===== config.mk =====
export PLATFORM = sky130hd
export DESIGN_NAME = serial_rx
export DESIGN_NICKNAME = d
export VERILOG_FILES = /design/src/rtl/serial_rx_pkg.sv /design/src/rtl/bit_timer.sv /design/src/rtl/serial_rx.sv
export SDC_FILE = /design/constraint.sdc
export NUM_CORES = 1
export LEC_CHECK = 0
export CAP_MARGIN = 0
export CORE_MARGIN = 10
export CORE_UTILIZATION = 35
export CTS_CLUSTER_SIZE = 12
export DETAILED_ROUTE_END_ITERATION = 10
export GPL_TIMING_DRIVEN = 0
export SLEW_MARGIN = 10
export SYNTH_ARGS = -nofsm -noshare
export SYNTH_HDL_FRONTEND = slang
export SYNTH_HIERARCHICAL = 1
export SYNTH_SLANG_ARGS = --single-unit

===== constraint.sdc =====
create_clock -name clk -period 2.2 [get_ports clk]
set_clock_uncertainty 0.2 [all_clocks]
set_input_delay 0.44 -clock clk [delete_from_list [all_inputs] [get_ports clk]]
set_output_delay 0.44 -clock clk [all_outputs]
set_load 0.01 [all_outputs]

===== src/rtl/serial_rx_pkg.sv =====
// serial_rx_pkg: shared definitions for the serial receiver.
//   - default frame geometry (data bits, clocks per bit)
//   - FSM state encodings, 3-bit constants so legacy code can share them
package serial_rx_pkg;

  localparam int DEF_DATA_W       = 8;
  localparam int DEF_CLKS_PER_BIT = 4;

  localparam logic [2:0] ST_WAIT_IDLE = 3'd0;
  localparam logic [2:0] ST_IDLE      = 3'd1;
  localparam logic [2:0] ST_START     = 3'd2;
  localparam logic [2:0] ST_DATA      = 3'd3;
  localparam logic [2:0] ST_STOP      = 3'd4;

  // True for the states in which a frame is being received.
  function automatic logic in_frame(input logic [2:0] st);
    return (st == ST_START) || (st == ST_DATA) || (st == ST_STOP);
  endfunction

endpackage


===== src/rtl/bit_timer.sv =====
// bit_timer: free-running bit-period counter for the serial receiver.
// Ports:
//   clk        - system clock
//   reset      - synchronous active-high reset
//   clear      - hold the counter at 0 (receiver not inside a frame)
//   mid        - high while the count sits at CLKS_PER_BIT/2 (sample point)
//   period_end - high on the last cycle of each bit period
module bit_timer #(
  parameter int CLKS_PER_BIT = 4
) (
  input  logic clk,
  input  logic reset,
  input  logic clear,
  output logic mid,
  output logic period_end
);

  localparam int CW = $clog2(CLKS_PER_BIT) + 1;
  localparam logic [CW-1:0] MID_CNT  = CW'(CLKS_PER_BIT / 2);
  localparam logic [CW-1:0] LAST_CNT = CW'(CLKS_PER_BIT - 1);

  logic [CW-1:0] cnt_q, cnt_d;

  assign mid        = (cnt_q == MID_CNT);
  assign period_end = (cnt_q == LAST_CNT);

  // Count k mod CLKS_PER_BIT, where k is the cycle number within the frame.
  // Releasing clear in the start-detect cycle makes the first frame cycle
  // read 1, so mid lands on k = j*CLKS_PER_BIT + CLKS_PER_BIT/2.
  always_comb begin
    cnt_d = cnt_q + 1'b1;
    if (clear || period_end) cnt_d = '0;
  end

  always_ff @(posedge clk) begin
    if (reset) cnt_q <= '0;
    else       cnt_q <= cnt_d;
  end

endmodule


===== src/rtl/serial_rx.sv =====
// serial_rx: start-bit detecting serial receiver, LSB-first, mid-bit sampling.
// Ports:
//   clk       - system clock
//   reset     - synchronous active-high reset
//   in        - synchronised serial line, idle high
//   data_out  - last correctly framed word
//   valid     - one-cycle strobe, data_out updated this cycle
//   frame_err - one-cycle strobe, stop bit sampled low
//   busy      - high while in START/DATA/STOP
module serial_rx
  import serial_rx_pkg::*;
#(
  parameter int DATA_W       = DEF_DATA_W,
  parameter int CLKS_PER_BIT = DEF_CLKS_PER_BIT
) (
  input  logic              clk,
  input  logic              reset,
  input  logic              in,
  output logic [DATA_W-1:0] data_out,
  output logic              valid,
  output logic              frame_err,
  output logic              busy
);

  localparam int BW = $clog2(DATA_W + 1);
  localparam logic [BW-1:0] LAST_BIT = BW'(DATA_W - 1);

  logic [2:0]        state_q, state_d;
  logic [BW-1:0]     bit_cnt_q, bit_cnt_d;
  logic [DATA_W-1:0] shift_q, shift_d;
  logic [DATA_W-1:0] data_out_q, data_out_d;
  logic              valid_q, valid_d;
  logic              frame_err_q, frame_err_d;
  logic              busy_q, busy_d;

  logic mid;
  // Period boundary is not needed by this FSM; the timer offers it anyway.
  logic period_end_unused;

  // Timer runs only while the next state is inside a frame, so it restarts
  // from 0 on every return to IDLE (false start, good stop, reset).
  bit_timer #(.CLKS_PER_BIT(CLKS_PER_BIT)) u_timer (
    .clk        (clk),
    .reset      (reset),
    .clear      (!busy_d),
    .mid        (mid),
    .period_end (period_end_unused)
  );

  always_comb begin
    state_d     = state_q;
    bit_cnt_d   = bit_cnt_q;
    shift_d     = shift_q;
    data_out_d  = data_out_q;
    valid_d     = 1'b0;
    frame_err_d = 1'b0;
    case (state_q)
      ST_WAIT_IDLE: if (in) state_d = ST_IDLE;
      ST_IDLE: begin
        if (!in) begin
          state_d   = ST_START;
          bit_cnt_d = '0;
        end
      end
      ST_START: if (mid) state_d = in ? ST_IDLE : ST_DATA;
      ST_DATA: begin
        if (mid) begin
          // LSB-first: new bit enters at the top and walks down.
          for (int i = 0; i < DATA_W - 1; i++) shift_d[i] = shift_q[i+1];
          shift_d[DATA_W-1] = in;
          bit_cnt_d = bit_cnt_q + 1'b1;
          if (bit_cnt_q == LAST_BIT) state_d = ST_STOP;
        end
      end
      ST_STOP: begin
        if (mid) begin
          if (in) begin
            data_out_d = shift_q;
            valid_d    = 1'b1;
            // IDLE before the stop bit ends: a start bit may follow at once.
            state_d    = ST_IDLE;
          end else begin
            frame_err_d = 1'b1;
            state_d     = ST_WAIT_IDLE;
          end
        end
      end
      default: state_d = ST_WAIT_IDLE;
    endcase
    busy_d = in_frame(state_d);
  end

  always_ff @(posedge clk) begin
    if (reset) begin
      state_q     <= ST_WAIT_IDLE;
      bit_cnt_q   <= '0;
      shift_q     <= '0;
      data_out_q  <= '0;
      valid_q     <= 1'b0;
      frame_err_q <= 1'b0;
      busy_q      <= 1'b0;
    end else begin
      state_q     <= state_d;
      bit_cnt_q   <= bit_cnt_d;
      shift_q     <= shift_d;
      data_out_q  <= data_out_d;
      valid_q     <= valid_d;
      frame_err_q <= frame_err_d;
      busy_q      <= busy_d;
    end
  end

  assign data_out  = data_out_q;
  assign valid     = valid_q;
  assign frame_err = frame_err_q;
  assign busy      = busy_q;

endmodule


==> summary.md <==
| Metric | Value |
|---|---|
| Status | finished, final reports clean |
| Final Wtd Congestion | 0.723 |
| Wire length per cell | 12.1 microns |
| Number of library cell types mapped by synthesis | 32 |
| Post-Synth Simple-Gate Area | 22.8% |
| Worst-case hold path end point | shift_q[0]$_SDFFE_PP0P_ |
| Count of synthesis-stage warnings from yosys | 6 |
| Mux contribution to synthesized area | under 10% |
| Die Wd | 78 microns |
| Final worst path period share | 95.0% |
| Number of hold violations in the final report | 0 |
| Die Y-Extent | approximately 80 microns |
| End of the worst register-to-register path | data_out[4]$_SDFFE_PP0P_ |
| Worst-path cell chain | clkdlybuf4s50_1 -> inv_1 -> or4b_1 -> buf_6 -> mux2i_1 -> nor2_1 |
| Non-filler instance count after layout | 198 |
| Share of synthesized cell area in full adder, half adder and majority cells | 4.25% |
| Antenna violation net count after detailed routing | 0 |
| Fraction of the yosys area taken by sequential cells | 49.3% |
| Startpoint of the worst register-to-register path | u_timer/cnt_q[0]$_SDFF_PP0_ |
| DRC viols | 0 |
| Post-CTS clock slew at the launch and capture registers of the worst setup and hold paths | approximately 0.1 ns |
| Num CTS Buffers | 5 |
| Total number of nets in the final design | 158 |
| Grt total ovfl | 0 |
| Vias | 959 |
| XOR/XNOR share of the synthesized area | 1.49% |
| Type of the worst setup path | in2reg |
| CTS Root Cell | clkbuf_4 |
| Largest stage delay on the critical path | 0.58 ns |
| Max Clock Freq | 478 MHz |
| Bufs on Longest Clock Path | 2 |
| Post-synth top area cell | dfxtp_1 |
| Drt total wl | 2.40 mm |
| Overall fraction of global-route tracks in use | 8.66% |
| Worst vdd ir | 0.000230 V |
| Iteration-0 DRC Markers | 61 |
| Die Footprint | slightly above 6000 sq um |
| Count of input and output buffers | 13 |
| Slew Limit Fails | 0 |
| H-tree levels | 2 |
| Synth Flop Type | dfxtp_1 |
| Main combinational cell family by area after synthesis | simple AND/OR/NAND/NOR gates |
| Largest net degree at the start of global routing | 11 |
| Arr. time, crit path | 2.10 ns |
| Core area | 3280 sq um |
| Via-to-Cell Ratio | 4.84 |
| Number of inserted filler cells in the final layout | 340 |
| Clock net sink count | 29 |
| Worst max-slew margin expressed relative to the limit | 70.4% |
| Most frequently used cell type in the post-synthesis netlist | dfxtp_1 |
| Clock tree from TritonCTS | built |
| Effective utilization at floorplan | 35.8% |
| Number of antenna violations at the first check in global routing | 0 |
| Share of layout cells above drive strength 1 | roughly 10% |
| Lkg Pwr | 0.579 nW |
| Power Density | 612 nW/um^2 |
| Beginning of the worst hold path | shift_q[0]$_SDFFE_PP0P_ |
| Reg2reg path depth | 8 |
| Final setup viols | 0 |
| Via count of the first global-routing pass | 978 |
| Reg2reg setup slack | 0.12 ns |
| Post-layout minimum cycle time | 2.09 ns |
| Post-Synthesis Net Count | 136 |
| Global-route wire length before repair | 4.24 mm |
| Area grow syn2layout | 22.8% |
| Total of flip-flops plus latches after synthesis | 29 |
| Boundary pin count | 14 |
| Mapped Cells | 129 |
| WP depth | 6 |
| Worst-skew pair later-pin latency | 0.33 ns |
| CP Capture Type | flip-flop |
| Largest fanout of any net on the critical path | 8 |
| Total inserted antenna cells | 0 |
| Family of cells with the greatest summed delay on the critical path | buffers and inverters |
| Worst hold margin | 0.257 ns |
| Site Rows | 21 |
| Most common library cells after synthesis | 29 x dfxtp_1, 19 x nand2_1, 16 x nor2_1 |
| Maxcap violations | 0 |
| Worst hold path type | reg2reg |
| Cells taking the most area after synthesis | dfxtp_1 49%, mux2i_1 6.8%, nand2_1 6.1% |
| Footprint of the flip-flops and latches | 581 sq um |
| Worst endpoint required time | 2.21 ns |
| Fraction of the mapped netlist area in compound gates | roughly an eighth |
| Cell area after synthesis | 1180 sq um |
| Initial DRT Pass Iterations | 4 |
| Average cell area after synthesis | 9.13 sq um |
| Number of synthesized flops with an enable pin | 0 |
| Worst Hold Path Cells | 2 |
| Post-placement cell count | 188 |
| Critical Path Source Type | primary input |
| Area share of the leading cell type in the synthesized netlist | just under 50% |
| Async set-reset flop share out of synthesis | 0% |
| Combined area of the multi-input logic cells | ~560 sq um |
| Transition time at the pin with the least slew margin | approximately 0.44 ns |
| Count of buffering cells on the critical path with inverters included | 3 |
| Final HPWL DP | 1.74 mm |
| Cell at the slowest stage of the critical path | or4b_1 |
## through the flow
step           cell area [sq um]  util, %  power (W)  TNS [ns]  setup slack, ns
2_1_floorplan               1180        -   0.000571         0            0.110
3_3_place_gp                1370     41.6   0.000586     -1.88           -0.242
3_5_place_dp                1370     41.6   0.000588     -1.93           -0.249
4_1_cts                     1430     43.5   0.000897         0           0.0225
5_1_grt                     1450     44.0   0.000932   -0.0213          -0.0102
6_report                    1450     44.0   0.000886         0            0.109
## final cells by class
type / count / area share [%]
sequential: 29 / 40.1
timing repair buffer: 15 / 10.0
tap: 46 / 3.98
clock inverter: 3 / 1.21
buffer: 6 / 2.16
clock buffer: 5 / 2.60
multi-input combinational: 90 / 38.8
inverter: 4 / 1.04
## routing by layer
layer	wire, microns	part of all wire [%]	vias up	global-route usage (%)
met1	1030	43	446	9.28
met2	1190	50	17	13.8
met5	0	0	-	0
met4	69	2.9	0	6.09
met3	114	4.7	7	3.23
li1	-	-	489	-
## cell families after synthesis
group                      Yosys count
AOI/OAI and AO/OA                   21
xor gates and xnor gates             2
adders and majority gates            4
buffers and inverters               10
DFF                                 29
muxes                                8
and+or+nand+nor                     55
## what timing repair did
| action | 4_1_cts | 5_1_grt |
|---|---|---|
| pin swaps | 0 | 0 |
| gates resized for setup | 2 | 1 |
| hold buffers | 0 | 0 |
| endpoints found under the hold margin | 0 | 0 |
| setup endpoints to repair | 8 | 8 |
| setup buffers | 0 | 2 |
## layout by cell type (no fill, tap or decap), types with 2 or more instances in the layout
master | Yosys | final
a21oi_1 | 10 | 10
xor2_1 | 2 | 2
nor2_1 | 16 | 16
ha_1 | 4 | 4
and3_1 | 2 | 2
mux2i_1 | 8 | 8
clkbuf_4 | 0 | 5
nand3_1 | 2 | 2
o211ai_1 | 2 | 2
inv_1 | 4 | 4
nor4_1 | 3 | 3
nor2b_1 | 3 | 2
clkinv_2 | 0 | 2
clkdlybuf4s50_1 | 0 | 13
a221oi_1 | 2 | 2
dfxtp_1 | 29 | 29
buf_4 | 1 | 2
clkbuf_1 | 4 | 4
a22oi_1 | 2 | 2
nand2_1 | 19 | 19
nor3b_1 | 2 | 2
## how the worst max path moves through the flow
stage,from,to
after CTS,u_timer/cnt_q[0]$_SDFF_PP0_,data_out[4]$_SDFFE_PP0P_
after detailed placement,in,data_out[4]$_SDFFE_PP0P_
after floorplan,u_timer/cnt_q[0]$_SDFF_PP0_,data_out[0]$_SDFFE_PP0P_
final,in,data_out[4]$_SDFFE_PP0P_
after global routing,u_timer/cnt_q[0]$_SDFF_PP0_,data_out[4]$_SDFFE_PP0P_
after global placement,in,data_out[6]$_SDFFE_PP0P_
## power by group
| group | switching (W) | internal [W] | total, W |
|---|---|---|---|
| Sequential | 0.00000349 | 0.000529 | 0.000533 |
| Combinational | 0.0000265 | 0.0000169 | 0.0000434 |
| Clock | 0.000190 | 0.000120 | 0.000310 |
| Total | 0.000220 | 0.000666 | 0.000886 |
## flip-flops by register name, summed over array words and instances, names as in the netlist
signal	flops
data_out	8
shift_q	8
bit_cnt_q	4
state_q	3
u_timer/cnt_q	3
busy	1
frame_err	1
valid	1
## worst min-delay path, cell delays in order (launching register included)
cell	delay, ns
dfxtp_1	0.32
nand2_1	0.05
a21oi_1	0.05
Note: power is estimated with default switching activity, not from simulation.
